==> config.mk <==
export PLATFORM = sky130hd
export DESIGN_NAME = resp_arbiter_flat
export DESIGN_NICKNAME = d
export VERILOG_FILES = /design/src/rtl/resp_arbiter_if.sv /design/src/rtl/resp_arbiter.sv /design/src/flat_wrapper.sv
export SDC_FILE = /design/constraint.sdc
export NUM_CORES = 1
export LEC_CHECK = 0
export BUFFER_PORTS_ARGS = -buffer_cell sky130_fd_sc_hd__buf_4
export CORE_MARGIN = 1.5
export CORE_UTILIZATION = 25
export CTS_CLUSTER_SIZE = 14
export DETAILED_ROUTE_END_ITERATION = 16
export GPL_TIMING_DRIVEN = 0
export PLACE_DENSITY_LB_ADDON = 0.1
export SLEW_MARGIN = 10
export SYNTH_ARGS = -nofsm -noshare
export SYNTH_HDL_FRONTEND = slang
export SYNTH_SLANG_ARGS = --single-unit
==> constraint.sdc <==
create_clock -name clk -period 3.5 [get_ports clk]
set_clock_uncertainty 0.05 [all_clocks]
set_input_delay 0.7 -clock clk [delete_from_list [all_inputs] [get_ports clk]]
set_output_delay 0.7 -clock clk [all_outputs]
set_load 0.02 [all_outputs]
==> src/rtl/resp_arbiter_if.sv <==
// ----------------------------------------------------------------------------
// resp_arbiter_if
//  Signal bundle between the response arbiter and its neighbours:
//  cmd_cfg (ack bytes), the telemetry source and UART_comm (response channel).
//
//  ack_resp  [7:0]  ack byte, valid when ack_send=1
//  ack_send         1-cycle request to transmit ack_resp
//  tlm_byte  [7:0]  telemetry byte, stable while tlm_vld=1
//  tlm_vld          telemetry byte available (level)
//  tlm_rdy          1-cycle pulse: telemetry byte accepted
//  resp      [7:0]  byte to UART_comm
//  send_resp        1-cycle pulse starting transmission of resp
//  resp_sent        pulse from UART_comm: transmission complete
//  busy             arbiter has a byte in flight
//  ack_ovf          sticky: an unsent ack was overwritten
//  tmo_err          sticky: resp_sent watchdog expired
//  clr_err          clears ack_ovf and tmo_err
//
//  Modports: slave = arbiter side, master = surrounding logic / testbench.
// ----------------------------------------------------------------------------
interface resp_arbiter_if;
    logic [7:0] ack_resp;
    logic       ack_send;
    logic [7:0] tlm_byte;
    logic       tlm_vld;
    logic       tlm_rdy;
    logic [7:0] resp;
    logic       send_resp;
    logic       resp_sent;
    logic       busy;
    logic       ack_ovf;
    logic       tmo_err;
    logic       clr_err;

    modport slave (
        input  ack_resp, ack_send, tlm_byte, tlm_vld, resp_sent, clr_err,
        output tlm_rdy, resp, send_resp, busy, ack_ovf, tmo_err
    );

    modport master (
        output ack_resp, ack_send, tlm_byte, tlm_vld, resp_sent, clr_err,
        input  tlm_rdy, resp, send_resp, busy, ack_ovf, tmo_err
    );
endinterface

==> src/rtl/resp_arbiter.sv <==
// ----------------------------------------------------------------------------
// resp_arbiter
//  Shares UART_comm's single response channel between cmd_cfg ack bytes and a
//  telemetry byte stream, one byte in flight at a time. Acks have priority;
//  after STREAK consecutive ack grants with telemetry waiting, telemetry is
//  forced through so it cannot be starved. A watchdog abandons a byte if
//  resp_sent never arrives.
//
//  Parameters:
//   STREAK    max consecutive ack grants while tlm_vld is high
//   TMO_W     width of the resp_sent watchdog counter
//   TMO_CLKS  WAIT cycles without resp_sent before the byte is abandoned
//
//  Ports:
//   clk    system clock, rising edge
//   rst_n  asynchronous active-low reset
//   bus    resp_arbiter_if.slave (ack, telemetry, UART and status signals)
// ----------------------------------------------------------------------------
module resp_arbiter #(
    parameter int unsigned STREAK   = 4,
    parameter int unsigned TMO_W    = 20,
    parameter int unsigned TMO_CLKS = 20'hFFFFF
) (
    input  logic          clk,
    input  logic          rst_n,
    resp_arbiter_if.slave bus
);

    localparam int unsigned       SW         = (STREAK < 1) ? 1 : $clog2(STREAK + 1);
    localparam logic [SW-1:0]     STREAK_MAX = SW'(STREAK);
    localparam logic [TMO_W-1:0]  TMO_LAST   = TMO_W'(TMO_CLKS - 1);

    typedef enum logic [1:0] {
        IDLE,
        LOAD,
        WAIT
    } state_t;

    state_t           r_state;
    state_t           w_state_nxt;

    logic [7:0]       r_ack_buf;
    logic             r_ack_pend;
    logic [7:0]       r_resp;
    logic [SW-1:0]    r_streak;
    logic [TMO_W-1:0] r_tmo_cnt;
    logic             r_ack_ovf;
    logic             r_tmo_err;

    logic             w_grant_ack;
    logic             w_grant_tlm;
    logic             w_tmo_hit;
    logic             w_send;
    logic             w_busy;

    // ------------------------------------------------------------------------
    // FSM state register
    // ------------------------------------------------------------------------
    always_ff @(posedge clk or negedge rst_n) begin
        if (!rst_n) begin
            r_state <= IDLE;
        end else begin
            r_state <= w_state_nxt;
        end
    end

    // ------------------------------------------------------------------------
    // FSM next state and grant decision
    // ------------------------------------------------------------------------
    always_comb begin
        w_state_nxt = r_state;
        w_grant_ack = 1'b0;
        w_grant_tlm = 1'b0;
        w_tmo_hit   = 1'b0;
        w_send      = 1'b0;
        w_busy      = 1'b1;
        case (r_state)
            IDLE: begin
                w_busy = 1'b0;
                // Ack wins unless telemetry is waiting and the ack streak is used up.
                if (r_ack_pend && !(bus.tlm_vld && (r_streak == STREAK_MAX))) begin
                    w_grant_ack = 1'b1;
                    w_state_nxt = LOAD;
                end else if (bus.tlm_vld) begin
                    w_grant_tlm = 1'b1;
                    w_state_nxt = LOAD;
                end
            end
            LOAD: begin
                w_send      = 1'b1;
                w_state_nxt = WAIT;
            end
            WAIT: begin
                if (bus.resp_sent) begin
                    w_state_nxt = IDLE;
                end else if (r_tmo_cnt == TMO_LAST) begin
                    w_tmo_hit   = 1'b1;
                    w_state_nxt = IDLE;
                end
            end
            default: begin
                w_state_nxt = IDLE;
            end
        endcase
    end

    // ------------------------------------------------------------------------
    // Ack buffer, response register, streak, watchdog and sticky flags
    // ------------------------------------------------------------------------
    always_ff @(posedge clk or negedge rst_n) begin
        if (!rst_n) begin
            r_ack_buf  <= '0;
            r_ack_pend <= 1'b0;
            r_resp     <= '0;
            r_streak   <= '0;
            r_tmo_cnt  <= '0;
            r_ack_ovf  <= 1'b0;
            r_tmo_err  <= 1'b0;
        end else begin
            if (bus.ack_send) begin
                r_ack_buf <= bus.ack_resp;
            end

            // A new ack arriving in the grant cycle refills the buffer, so pend stays set.
            if (bus.ack_send) begin
                r_ack_pend <= 1'b1;
            end else if (w_grant_ack) begin
                r_ack_pend <= 1'b0;
            end

            if (bus.ack_send && r_ack_pend && !w_grant_ack) begin
                r_ack_ovf <= 1'b1;
            end else if (bus.clr_err) begin
                r_ack_ovf <= 1'b0;
            end

            if (w_tmo_hit) begin
                r_tmo_err <= 1'b1;
            end else if (bus.clr_err) begin
                r_tmo_err <= 1'b0;
            end

            // resp only changes on a grant, so it is stable from LOAD through WAIT.
            if (w_grant_ack) begin
                r_resp <= r_ack_buf;
            end else if (w_grant_tlm) begin
                r_resp <= bus.tlm_byte;
            end

            // Streak counts consecutive ack grants while telemetry is waiting.
            if (r_state == IDLE) begin
                if (!bus.tlm_vld) begin
                    r_streak <= '0;
                end else if (w_grant_ack) begin
                    if (r_streak != STREAK_MAX) begin
                        r_streak <= r_streak + SW'(1);
                    end
                end else if (w_grant_tlm) begin
                    r_streak <= '0;
                end
            end

            if (r_state == LOAD) begin
                r_tmo_cnt <= '0;
            end else if (r_state == WAIT) begin
                r_tmo_cnt <= r_tmo_cnt + TMO_W'(1);
            end
        end
    end

    assign bus.send_resp = w_send;
    assign bus.busy      = w_busy;
    // Held low in reset so the telemetry source never advances without a byte being sent.
    assign bus.tlm_rdy   = w_grant_tlm & rst_n;
    assign bus.resp      = r_resp;
    assign bus.ack_ovf   = r_ack_ovf;
    assign bus.tmo_err   = r_tmo_err;

endmodule

==> src/flat_wrapper.sv <==
// flat-port wrapper written by rule: the top's interface ports become plain ports
module resp_arbiter_flat 
#(
    parameter int unsigned STREAK   = 4,
    parameter int unsigned TMO_W    = 20,
    parameter int unsigned TMO_CLKS = 20'hFFFFF
)
  (clk, rst_n, bus_ack_resp, bus_ack_send, bus_tlm_byte, bus_tlm_vld, bus_resp_sent, bus_clr_err, bus_tlm_rdy, bus_resp, bus_send_resp, bus_busy, bus_ack_ovf, bus_tmo_err);
  resp_arbiter_if bus_i ();
  input  logic clk;
  input  logic rst_n;
  input wire logic [$bits(bus_i.ack_resp)-1:0] bus_ack_resp;
  input wire logic [$bits(bus_i.ack_send)-1:0] bus_ack_send;
  input wire logic [$bits(bus_i.tlm_byte)-1:0] bus_tlm_byte;
  input wire logic [$bits(bus_i.tlm_vld)-1:0] bus_tlm_vld;
  input wire logic [$bits(bus_i.resp_sent)-1:0] bus_resp_sent;
  input wire logic [$bits(bus_i.clr_err)-1:0] bus_clr_err;
  output wire logic [$bits(bus_i.tlm_rdy)-1:0] bus_tlm_rdy;
  output wire logic [$bits(bus_i.resp)-1:0] bus_resp;
  output wire logic [$bits(bus_i.send_resp)-1:0] bus_send_resp;
  output wire logic [$bits(bus_i.busy)-1:0] bus_busy;
  output wire logic [$bits(bus_i.ack_ovf)-1:0] bus_ack_ovf;
  output wire logic [$bits(bus_i.tmo_err)-1:0] bus_tmo_err;
  assign bus_i.ack_resp = bus_ack_resp;
  assign bus_i.ack_send = bus_ack_send;
  assign bus_i.tlm_byte = bus_tlm_byte;
  assign bus_i.tlm_vld = bus_tlm_vld;
  assign bus_i.resp_sent = bus_resp_sent;
  assign bus_i.clr_err = bus_clr_err;
  assign bus_tlm_rdy = bus_i.tlm_rdy;
  assign bus_resp = bus_i.resp;
  assign bus_send_resp = bus_i.send_resp;
  assign bus_busy = bus_i.busy;
  assign bus_ack_ovf = bus_i.ack_ovf;
  assign bus_tmo_err = bus_i.tmo_err;
  resp_arbiter #(.STREAK(STREAK), .TMO_W(TMO_W), .TMO_CLKS(TMO_CLKS)) u_core (.clk(clk), .rst_n(rst_n), .bus(bus_i));
endmodule
### Word level (Yosys, flattened, before mapping)

Cells that the tools add are included.

| operators by class | value |
|---|---|
| $add $sub $neg | 2 |
| multipliers | 0 |
| divide/modulo/power cells | 0 |
| order comparisons | 0 |
| equal/unequal tests | 9 |
| shift operators | 0 |
| mux-type cells | 28 |
| bitwise operators | 1 |
| reduce and logical (&&, ||, !) cells | 14 |

Operators by type and width:

| kind | count |
|---|---|
| $mux 20 | 2 |
| $add 20x1->20 const B | 1 |
| $eq 20x20->1 const B | 1 |
| $mux 8 | 2 |
| $mux 1 | 15 |
| $mux 3 | 4 |
| $reduce_bool 2->1 | 5 |
| $mux 2 | 4 |
| $ne 3x2->1 const B | 2 |
| $ne 3x3->1 const B | 2 |
| $pmux 2 s3 | 1 |
| $logic_and 1x1->1 | 4 |
| $add 3x1->3 const B | 1 |
| $eq 3x3->1 const B | 1 |
| $ne 3x1->1 const B | 1 |
| $reduce_and 3->1 | 1 |
| $eq 2x1->1 const B | 1 |
| $eq 2x2->1 const B | 1 |
| $logic_not 1->1 | 2 |
| $logic_not 2->1 | 1 |
| $reduce_and 2->1 | 1 |
| $and 1x1->1 | 1 |

| storage, ports and cells | value |
|---|---|
| flip-flop bits (word level) | 44 |
| latch bits | 0 |
| memory bits (writable) | 0 |
| memory bits (read-only) | 0 |
| output and inout port bits | 13 |
| word-level logic and storage cells | 62 |
| memories | 0 |

### Longest topological paths before layout

Gate-level depths: netlist of run 1.

| depth | value |
|---|---|
| word-level depth | 9 |
| depth in mapped cells | 7 |
| gate-level depth less buffers | 6 |

### Worst setup path after synthesis of run 1

No wires, ideal clock.

| timing path | value |
|---|---|
| path kind | register -> register |
| start point | reg u_core.r_state[0] |
| end point | reg u_core.r_tmo_cnt[18] |
| data arrival time | 1.888 ns |
| data required time | 3.372 ns |
| setup slack | 1.484 ns |
| cell stages (with the launch flop) | 7 |
| path buffers | 0 |
| period minus slack after synthesis | 2.016 ns |
| cells stage by stage | dfrtp_1 > inv_1 > ha_1 > nand4_2 > or2_4 > or4_1 > a21oi_1 |

| between the ends | value |
|---|---|
| longest elaborated chain between the ends | 2 |
| elaborated cells between the ends (all ways) | 4 |
| classes of those cells | 2 x eq/ne; 1 x mux; 1 x reduce/logical |

RTL lines:

| element | line | source |
|---|---|---|
| from (decl) | resp_arbiter.sv:39 | `state_t r_state;` |
| from (signal assigned) | resp_arbiter.sv:63 | `r_state <= w_state_nxt;` |
| $eq 2x1->1 or $eq 2x2->1 (tied branches) | resp_arbiter.sv:163, resp_arbiter.sv:165 |  |
| $mux 20 or $reduce_bool 2->1 (tied branches) | -- |  |
| to (signal assigned) | resp_arbiter.sv:166 | `r_tmo_cnt <= r_tmo_cnt + TMO_W'(1);` |
| to (decl) | resp_arbiter.sv:46 | `logic [TMO_W-1:0] r_tmo_cnt;` |

Several ways; a longest one is shown, not always the timed one.
A chain may end at the register's enable or synchronous reset.

### Final worst setup path of run 1

| timing path | value |
|---|---|
| start point | in rst_n |
| end point | out bus_tlm_rdy |

| between the ends | value |
|---|---|
| longest elaborated chain between the ends | 1 |

RTL lines:

| element | line | source |
|---|---|---|
| from (decl) | flat_wrapper.sv:11 | `input logic rst_n;` |
| $and 1x1->1 | resp_arbiter.sv:174 | `assign bus.tlm_rdy = w_grant_tlm & rst_n;` |
| to (decl) | flat_wrapper.sv:18 | `output wire logic [$bits(bus_i.tlm_rdy)-1:0] bus_tlm_rdy;` |

Every way passes these cells.

==> results.txt, run 1 <==
LEAKAGE = 1.21 nW
Ys Warns = 0
Status = finished clean
TritonCTS clock tree = done
PostCTS Resize Cnt = 0
Layout area overhead = 22.8%
P per Cell Area = 722 mW/mm²
Worst-Skew Late Latency = 0.30 ns
Die ar. = 0.00953 mm²
Mapped Cells = 222
CTS max path bufs = 2
Syn avg cell area = 10.1 µm²
Multiplexer share of the synthesized area = 0.0811
First-pass GRT wire length = 8790 µm
Predominant post-synthesis flop cell = dfrtp_1
Tcrit/Tclk final = 0.683
Share of cells above drive strength 1 = 0.209
Maximum vdd drop = 0.000175 V
Worst setup EP type = output pin
Post-CTS Hold Buffers = 0
R2R Setup Slk = 1.21 ns
CP Capture Point = bus_tlm_rdy
Register bit total from synthesis = 44
Post-synth EDFFs = 0
Grt total ovfl = 0
Vias = 1780
Seq pwr share = 0.371
Final Setup Violations = 0
Worst Reg2Reg Path Length in Cells = 6
Headroom to the max-slew limit = 0.602
Compound-Gate Fraction of Synth Area = 0.121
WP data arrival = 1.64 ns
Final Wtd Congestion = 0.726
RSZ-0062 raised after global routing = no
Launch point of the critical path = rst_n
Clock sinks = 44
Total wire length = 5000 µm
Post-synth top cells = dfrtp_1 (44), nand2_1 (17), inv_1 (16)
Synth Cell Area = 0.00224 mm²
Hpwl dp = 3590 µm
Setup bufs post-CTS = 0
Largest net degree at the start of global routing = 46
Slowest CP cell = buf_4
First-pass DRT Iterations = 4
TritonCTS Buffers = 5
Combinational power share = 0.412
Final cell count without fillers = 371
Number of max-cap violations = 0
Cells after DPL = 363
H-tree levels = 2
Rows = 34
Post-Synth XOR/XNOR Area = 0.0313
Max-slew violation count = 0
CP max FO = 45
DR vias/cell = 4.80
Top cells by area, synth = dfrtp_1 (49%), mux2_2 (4.5%), ha_1 (4.5%)
Register area = 0.00110 mm²
CTS root buffer = clkbuf_8
P_int = 1.21 mW
CP startpoint kind = input port
Reg2reg end = u_core.r_tmo_cnt[18]
CP required = 2.75 ns
Main combinational cell family by area after synthesis = simple AND/OR/NAND/NOR gates
Die Y = 97.6 µm
Area occupied by multi-input gates = 0.00105 mm²
Max stage delay on crit path = 0.47 ns
Filler cells = 917
Most common cell in the netlist = dfrtp_1
Yosys top cell area share = 0.492
Wire length per cell = 13.5 µm
Core area = 0.00868 mm²
Diodes inserted = 0
Hold Crit Class = input port to asynchronous set/reset pin
Ys async rst share = 1.00
Switching power = 772 µW
Cell mode on critical path = buf_4
Reg clk slew, reported paths = 0.08 ns
Worst-margin pin slew = 0.597 ns
Nets@finish = 292
Seq/Total Area, Yosys = 0.492
Syn nets = 252
Count of buffers from port buffering = 33
Netlist cell types = 39
Initial core utilization = 0.258
Initial antenna violation count = 0
Die W = 97.6 µm
Reg-to-Reg Start = u_core.r_state[0]
Detail Route Antenna Nets = 0
Tmin final = 2.39 ns
Post-synthesis cell type with the largest combined area = dfrtp_1
Sw Share = 0.389
DRT iter0 DRCs = 101
Worst path cell trace = buf_4 > nand3_1 > a21oi_1 > buf_4
Crit path kind = input port to output pin
Max Clk Rate = 419 MHz
Final Hold Viols = 0
Post-Synth Simple-Gate Area = 0.192
Setup TNS = 0 ns
Clock power share = 0.217
All-Layer GR Usage = 0.114
# IOs = 35
Vias in the first global route = 1756
Adder-Cell Fraction of Synth Area = 0.0447
Drc violations = 0
-- cell families after synthesis --
| logic type | Yosys count |
|---|---|
| and+or+nand+nor | 79 |
| AOI/OAI and AO/OA | 44 |
| DFF | 44 |
| buffers and inverters | 22 |
| muxes | 17 |
| xor gates and xnor gates | 8 |
| adders and majority gates | 8 |
-- power groups by stage --
stage	registers [mW]	clock network, mW	logic (mW)
6_report	0.736	0.430	0.816
5_1_grt	0.760	0.468	0.927
4_1_cts	0.737	0.451	0.835
3_5_place_dp	0.748	0	0.835
3_3_place_gp	0.748	0	0.825
2_1_floorplan	0.787	0	0.499
-- per-layer routing --
| layer | wire (µm) | share of wire | vias to the layer above | global-route usage |
|---|---|---|---|---|
| met5 | 0 | 0 | - | 0 |
| met2 | 2230 | 0.45 | 40 | 0.172 |
| met4 | 38 | 0.0076 | 0 | 0.0330 |
| met3 | 261 | 0.052 | 4 | 0.0295 |
| met1 | 2470 | 0.49 | 854 | 0.161 |
| li1 | - | - | 882 | - |
-- flip-flops by register name (all words and copies together), names as in the netlist --
signal              flops
u_core.r_ack_buf        8
u_core.r_streak         3
u_core.r_tmo_cnt       20
u_core.r_ack_pend       1
u_core.bus.tmo_err      1
u_core.bus.ack_ovf      1
u_core.r_state          2
u_core.bus.resp         8
-- per-stage QoR --
stage | power, mW | utilization | cell area [µm²] | setup WS, ns | hold slack, ns
after floorplan | 1.29 | - | 2240 | 1.48 | 0.354
after global placement | 1.57 | 0.302 | 2620 | 1.05 | 0.420
after detailed placement | 1.58 | 0.302 | 2620 | 1.05 | 0.438
after CTS | 2.02 | 0.317 | 2750 | 1.05 | 0.373
after global routing | 2.16 | 0.317 | 2750 | 0.937 | 0.391
final | 1.98 | 0.317 | 2750 | 1.11 | 0.351
-- worst min-delay path by stage --
| stage | start | cells after the start | endpoint | slack (ns) |
|---|---|---|---|---|
| after global placement | u_core.bus.resp[7] | 2 | u_core.bus.resp[7] | 0.42 |
| after global routing | rst_n | 1 | u_core.r_streak[2] | 0.39 |
| after detailed placement | u_core.bus.resp[3] | 2 | u_core.bus.resp[3] | 0.44 |
| final | rst_n | 1 | u_core.r_streak[2] | 0.35 |
| after floorplan | rst_n | 0 | u_core.bus.ack_ovf | 0.35 |
| after CTS | rst_n | 1 | u_core.r_streak[2] | 0.37 |
-- critical path: cells and delay by family --
kind	cells	cell delay (ns)
AOI/OAI and AO/OA	1	0.16
buffers and inverters	2	0.63
and+or+nand+nor	1	0.13
-- cells in the final DEF, fill, tap and decap left out, types with 2 or more instances in the layout --
cell,instances
o21ai_1,8
nor2_1,14
xor2_1,5
clkbuf_8,7
clkbuf_1,5
and3_1,7
dfrtp_1,44
nand4_1,9
inv_1,16
mux2_2,9
ha_1,8
buf_4,33
o21ai_0,10
o31ai_1,3
mux2i_1,8
and4_1,4
o311ai_1,2
a21oi_1,9
nand3_1,11
a311oi_1,2
o22ai_1,5
or3_1,3
nor3_1,2
or4_1,3
nand2_1,17
xnor2_1,3
-- final cells by class --
type | instances | area share
flip-flops and latches | 44 | 0.401
plain buffers | 6 | 0.00865
clock buffers | 7 | 0.0351
well taps | 108 | 0.0492
inverters | 16 | 0.0219
multi-input cells | 156 | 0.383
repair buffers | 33 | 0.0902
clock inverters | 1 | 0.0109
Note: power is estimated with default switching activity, not from simulation.
==> run 2: changes to the inputs <==
==> constraint.sdc (replaced) <==
create_clock -name clk -period 1.94 [get_ports clk]
set_clock_uncertainty 0.05 [all_clocks]
set_input_delay 0.388 -clock clk [delete_from_list [all_inputs] [get_ports clk]]
set_output_delay 0.388 -clock clk [all_outputs]
set_load 0.02 [all_outputs]
==> run 2 against run 1 <==
Final cell count up 1.3%. Setup slack got worse by 1.1 ns. Clock power is 75% higher. Sequential cell count stayed put. Register-to-register slack lost 1.2 ns. Sequential share of layout area is 1.3 points lower. Total power is 89% higher. Routed wire length increased by 1.8%. Critical path type is now flop to flop. Critical endpoint is now u_core.r_tmo_cnt[18].
==> results.txt, run 2 (same netlist as run 1, synthesis figures left out) <==
Max reg flops = 20 (unchanged)
Cells after DPL = 363 (unchanged)
Number of max-cap violations = 0 (unchanged)
H-tree levels = 2 (unchanged)
Worst path cell trace = inv_2 > ha_4 > nand4_4 > or2_4 > or4_1 > a21oi_2 (was buf_4 > nand3_1 > a21oi_1 > buf_4)
Die Y = 97.6 µm (unchanged)
Launch point of the critical path = u_core.r_state[0] (was rst_n)
Die ar. = 0.00953 mm² (unchanged)
Most common cell after layout, fill and taps aside = dfrtp_1 (unchanged)
Tcrit/Tclk final = 0.993
All-Layer GR Usage = 0.112 (was 0.114)
Reg2reg end = u_core.r_tmo_cnt[18] (unchanged)
Drc violations = 0 (unchanged)
Post-route cell area = 0.00284 mm² (was 0.00275 mm²)
CTS max path bufs = 2 (unchanged)
TritonCTS clock tree = done (unchanged)
CP required = 2.11 ns (was 2.75 ns)
Total wire length = 5090 µm (was 5000 µm)
R2R Setup Slk = 0.01 ns (was 1.21 ns)
Nets@finish = 297 (was 292)
Worst setup EP type = flop (was output pin)
Diodes inserted = 0 (unchanged)
Slowest CP cell = or4_1 (was buf_4)
Worst-Skew Late Latency = 0.30 ns (about the same)
P per Cell Area = 1320 mW/mm² (was 722 mW/mm²)
Share of cells above drive strength 1 = 0.265 (was 0.209)
Worst-margin pin slew = 0.590 ns (was 0.597 ns)
Count of buffers from port buffering = 33 (unchanged)
Final cell count without fillers = 376 (was 371)
DRT iter0 DRCs = 59 (was 101)
Hpwl dp = 3550 µm (was 3590 µm)
Most frequent cells in the layout = dfrtp_1 (44), buf_4 (38), nand2_1 (17) (was dfrtp_1 (44), buf_4 (33), nand2_1 (17))
Final Setup Violations = 0 (unchanged)
Worst Reg2Reg Path Length in Cells = 6 (unchanged)
First-pass GRT wire length = 8740 µm (was 8790 µm)
Maximum vdd drop = 0.000389 V (was 0.000175 V)
Crit path kind = flop to flop (was input port to output pin)
Vias = 1789 (was 1780)
LEAKAGE = 1.24 nW (was 1.21 nW)
Max stage delay on crit path = 0.52 ns (was 0.47 ns)
Filler cells = 935 (was 917)
CTS root buffer = clkbuf_8 (unchanged)
Post-CTS Hold Buffers = 0 (unchanged)
Clock sinks = 44 (unchanged)
Status = finished clean (unchanged)
Detail Route Antenna Nets = 0 (unchanged)
TritonCTS Buffers = 5 (unchanged)
Max-slew violation count = 0 (unchanged)
Final Wtd Congestion = 0.738 (was 0.726)
First-pass DRT Iterations = 4 (unchanged)
Hold Crit Class = input port to asynchronous set/reset pin (unchanged)
Top reg by flops = u_core.r_tmo_cnt (unchanged)
Initial core utilization = 0.258 (unchanged)
Max Clk Rate = 519 MHz
Overall power = 3.75 mW (was 1.98 mW)
CP max FO = 4 (was 45)
DR vias/cell = 4.76 (was 4.80)
Layout area overhead = 26.8% (was 22.8%)
PnR worst setup slack = 0.0137 ns (was 1.11 ns)
Final Hold Viols = 0 (unchanged)
CP startpoint kind = flop (was input port)
Headroom to the max-slew limit = 0.606 (was 0.602)
WP data arrival = 2.09 ns (was 1.64 ns)
DP Area = 0.00263 mm² (was 0.00262 mm²)
Tmin final = 1.93 ns
Grt total ovfl = 0 (unchanged)
Wire length per cell = 13.5 µm (about the same)
Die W = 97.6 µm (unchanged)
Core area = 0.00868 mm² (unchanged)
# IOs = 35 (unchanged)
Setup Slack @ Placement = -0.275 ns (was 1.05 ns)
Reg clk slew, reported paths = 0.09 ns (was 0.08 ns)
Rows = 34 (unchanged)
Vias in the first global route = 1779 (was 1756)
Largest net degree at the start of global routing = 46 (unchanged)
Initial antenna violation count = 0 (unchanged)
Reg-to-Reg Start = u_core.r_state[0] (unchanged)
-- run 2: cell count changes in the layout (fill, tap and decap cells not counted), moves of 2 or more --
cell | previous run | this run
clkbuf_1 | 5 | 2
ha_1 | 8 | 6
buf_4 | 33 | 38
clkbuf_2 | 0 | 3
inv_1 | 16 | 14
inv_2 | 0 | 2
-- run 2: report_power, final --
group	leakage [nW]	switching, mW	internal (mW)	total, mW
clock	0.0614	0.330	0.422	0.752
sequential	0.563	0.193	1.14	1.33
combinational	0.617	0.949	0.722	1.67
total	1.24	1.47	2.28	3.75
-- run 2: through the flow --
| stage | utilization | TNS, ns | hold slack [ns] |
|---|---|---|---|
| finish | 0.327 | 0 | 0.0248 |
| global route | 0.327 | -0.0171 | 0.0794 |
| CTS | 0.325 | 0 | 0.0669 |
| detailed placement | 0.303 | -3.43 | 0.395 |
| global placement | 0.303 | -3.46 | 0.398 |
| floorplan | - | 0 | 0.0424 |
-- run 2: worst max path at each step --
| stage | endpoint | cells past startpoint |
|---|---|---|
| after floorplan | u_core.r_tmo_cnt[18] | 6 |
| after global placement | u_core.r_tmo_cnt[9] | 6 |
| after detailed placement | u_core.r_tmo_cnt[5] | 6 |
| after CTS | u_core.r_tmo_cnt[18] | 6 |
| after global routing | u_core.r_tmo_cnt[18] | 6 |
| final | u_core.r_tmo_cnt[18] | 6 |
-- run 2: critical path: cells and delay by family (launching register included) --
| kind | cells | cell delay [ns] |
|---|---|---|
| compound gates | 1 | 0.13 |
| buf+inv | 1 | 0.08 |
| flops | 1 | 0.39 |
| fa+ha+maj | 1 | 0.30 |
| simple gates | 3 | 0.89 |
-- run 2: cell type report --
class,instances,area (µm²),share of cell area
buffer,6,33.8,0.0119
clock buffer,6,82.6,0.0291
clock inverter,2,38.8,0.0137
inverter,16,60.1,0.0212
multi-input combinational,156,1100,0.388
sequential,44,1100,0.388
tap,108,135,0.0476
timing repair buffer,38,285,0.100
-- run 2: repair_timing --
| item | CTS | global route |
|---|---|---|
| pin swaps | 2 | 3 |
| resized for setup | 7 | 6 |
| endpoints found under the setup margin | 21 | 8 |
| hold endpoints to repair | 0 | 0 |
| setup buffers | 5 | 0 |
-- run 2: routing by layer --
layer  GRT usage  share of wire  up-vias
li1            -              -      893
met1       0.144           0.48      858
met2       0.188           0.47       36
met3      0.0281          0.042        2
met4      0.0330         0.0029        0
met5           0              0        -
==> run 3: changes to the inputs <==
--- a/config.mk
+++ b/config.mk
@@ -12,6 +12,7 @@
 export DETAILED_ROUTE_END_ITERATION = 16
 export GPL_TIMING_DRIVEN = 0
 export PLACE_DENSITY_LB_ADDON = 0.1
+export RECOVER_POWER = 100
 export SLEW_MARGIN = 10
 export SYNTH_ARGS = -nofsm -noshare
 export SYNTH_HDL_FRONTEND = slang
==> run 3 against run 2 <==
Non-clock buffer count stayed put. Count of clock-buffer cells in the layout is the same. Final cell count unchanged. Worst hold slack is essentially flat. Global-route usage is the same. Critical endpoint unchanged.
==> results.txt, run 3 (same netlist as run 1, synthesis figures left out) <==
Detail Route Antenna Nets = 0 (unchanged)
Max reg flops = 20 (unchanged)
Initial core utilization = 0.258 (unchanged)
All-Layer GR Usage = 0.112 (unchanged)
Total wire length = 5100 µm (was 5090 µm)
WP data arrival = 2.09 ns (about the same)
Vias in the first global route = 1779 (unchanged)
Rows = 34 (unchanged)
Worst setup EP type = flop (unchanged)
Die ar. = 0.00953 mm² (unchanged)
H-tree levels = 2 (unchanged)
Share of cells above drive strength 1 = 0.220 (was 0.265)
Die W = 97.6 µm (unchanged)
Top reg by flops = u_core.r_tmo_cnt (unchanged)
Max-slew violation count = 0 (unchanged)
CP required = 2.11 ns (about the same)
Vias = 1781 (was 1789)
Max Clk Rate = 520 MHz (was 519 MHz)
Post-route cell area = 0.00279 mm² (was 0.00284 mm²)
DRT iter0 DRCs = 48 (was 59)
Final Hold Viols = 0 (unchanged)
Layout area overhead = 24.7% (was 26.8%)
First-pass DRT Iterations = 4 (unchanged)
# IOs = 35 (unchanged)
Final Setup Violations = 0 (unchanged)
TritonCTS Buffers = 5 (unchanged)
Crit path kind = flop to flop (unchanged)
Most frequent cells in the layout = dfrtp_1 (44), buf_4 (25), nand2_1 (17), o21ai_0 (17) (was dfrtp_1 (44), buf_4 (38), nand2_1 (17))
Tcrit/Tclk final = 0.992 (was 0.993)
Grt total ovfl = 0 (unchanged)
Headroom to the max-slew limit = 0.608 (was 0.606)
P per Cell Area = 1310 mW/mm² (was 1320 mW/mm²)
Die Y = 97.6 µm (unchanged)
Largest net degree at the start of global routing = 46 (unchanged)
PnR worst setup slack = 0.0159 ns (was 0.0137 ns)
Hold Crit Class = input port to asynchronous set/reset pin (unchanged)
Hpwl dp = 3550 µm (unchanged)
Tmin final = 1.92 ns (was 1.93 ns)
Hold_ws = 0.0248 ns (about the same)
Worst-Skew Late Latency = 0.30 ns (about the same)
CTS max path bufs = 2 (unchanged)
CTS root buffer = clkbuf_8 (unchanged)
CP startpoint kind = flop (unchanged)
Drc violations = 0 (unchanged)
Most common cell after layout, fill and taps aside = dfrtp_1 (unchanged)
LEAKAGE = 1.20 nW (was 1.24 nW)
Status = finished clean (unchanged)
Initial antenna violation count = 0 (unchanged)
Reg clk slew, reported paths = 0.09 ns (about the same)
DP Area = 0.00263 mm² (unchanged)
CP max FO = 4 (unchanged)
Nets@finish = 297 (unchanged)
Wire length per cell = 13.6 µm (was 13.5 µm)
Diodes inserted = 0 (unchanged)
Core area = 0.00868 mm² (unchanged)
TritonCTS clock tree = done (unchanged)
Maximum vdd drop = 0.000389 V (about the same)
Setup Slack @ Placement = -0.275 ns (unchanged)
Clock sinks = 44 (unchanged)
Worst-margin pin slew = 0.588 ns (was 0.590 ns)
Overall power = 3.65 mW (was 3.75 mW)
First-pass GRT wire length = 8740 µm (unchanged)
Number of max-cap violations = 0 (unchanged)
Final Wtd Congestion = 0.738 (unchanged)
Count of buffers from port buffering = 33 (unchanged)
DR vias/cell = 4.74 (was 4.76)
## run 3: area by class of cell
class / count / area, µm²
fill: 938 / 5890
multi-input combinational: 156 / 1100
sequential: 44 / 1100
timing repair buffer: 38 / 238
tap: 108 / 135
clock buffer: 6 / 82.6
inverter: 16 / 60.1
clock inverter: 2 / 38.8
buffer: 6 / 33.8
## run 3: path summary, 6_finish.rpt
check	cells after the start	slack [ns]	startpoint	endpoint
worst min register to register	2	0.44	u_core.bus.resp[6]	u_core.bus.resp[6]
worst max register to register	6	0.02	u_core.r_state[0]	u_core.r_tmo_cnt[18]
worst min-delay path	1	0.02	rst_n	u_core.r_streak[2]
max in group asynchronous	1	1.39	rst_n	u_core.r_tmo_cnt[9]
worst max-delay path	6	0.02	u_core.r_state[0]	u_core.r_tmo_cnt[18]
min in group clk	2	0.24	bus_clr_err	u_core.bus.ack_ovf
## run 3: worst max-delay path, cell delays in order (launching register included)
cell	delay [ns]
dfrtp_1	0.39
inv_2	0.08
ha_4	0.30
nand4_4	0.10
or2_4	0.27
or4_1	0.52
a21oi_2	0.13
## run 3: timing repair
item	CTS	global route
resized for setup	7	6
gates cloned	0	0
hold endpoints to repair	0	0
setup endpoints to repair	21	8
pin swaps	2	3
hold buffers	0	0
buffers inserted	5	0
## run 3: report_power, final
group / leakage [nW] / internal, mW / switching [mW]
clock: 0.0614 / 0.422 / 0.330
combinational: 0.572 / 0.626 / 0.941
sequential: 0.563 / 1.14 / 0.191
## run 3: through the flow
step	utilization	cells	TNS, ns
final	0.322	376	0
after CTS	0.325	376	0
after floorplan	-	222	0
after detailed placement	0.303	363	-3.43
after global routing	0.322	376	-0.0165
after global placement	0.303	363	-3.46
## run 3: layer usage
layer / track usage / routed length, µm
met5: 0 / 0
met4: 0.0330 / 15
met3: 0.0281 / 226
met2: 0.188 / 2380
met1: 0.144 / 2480
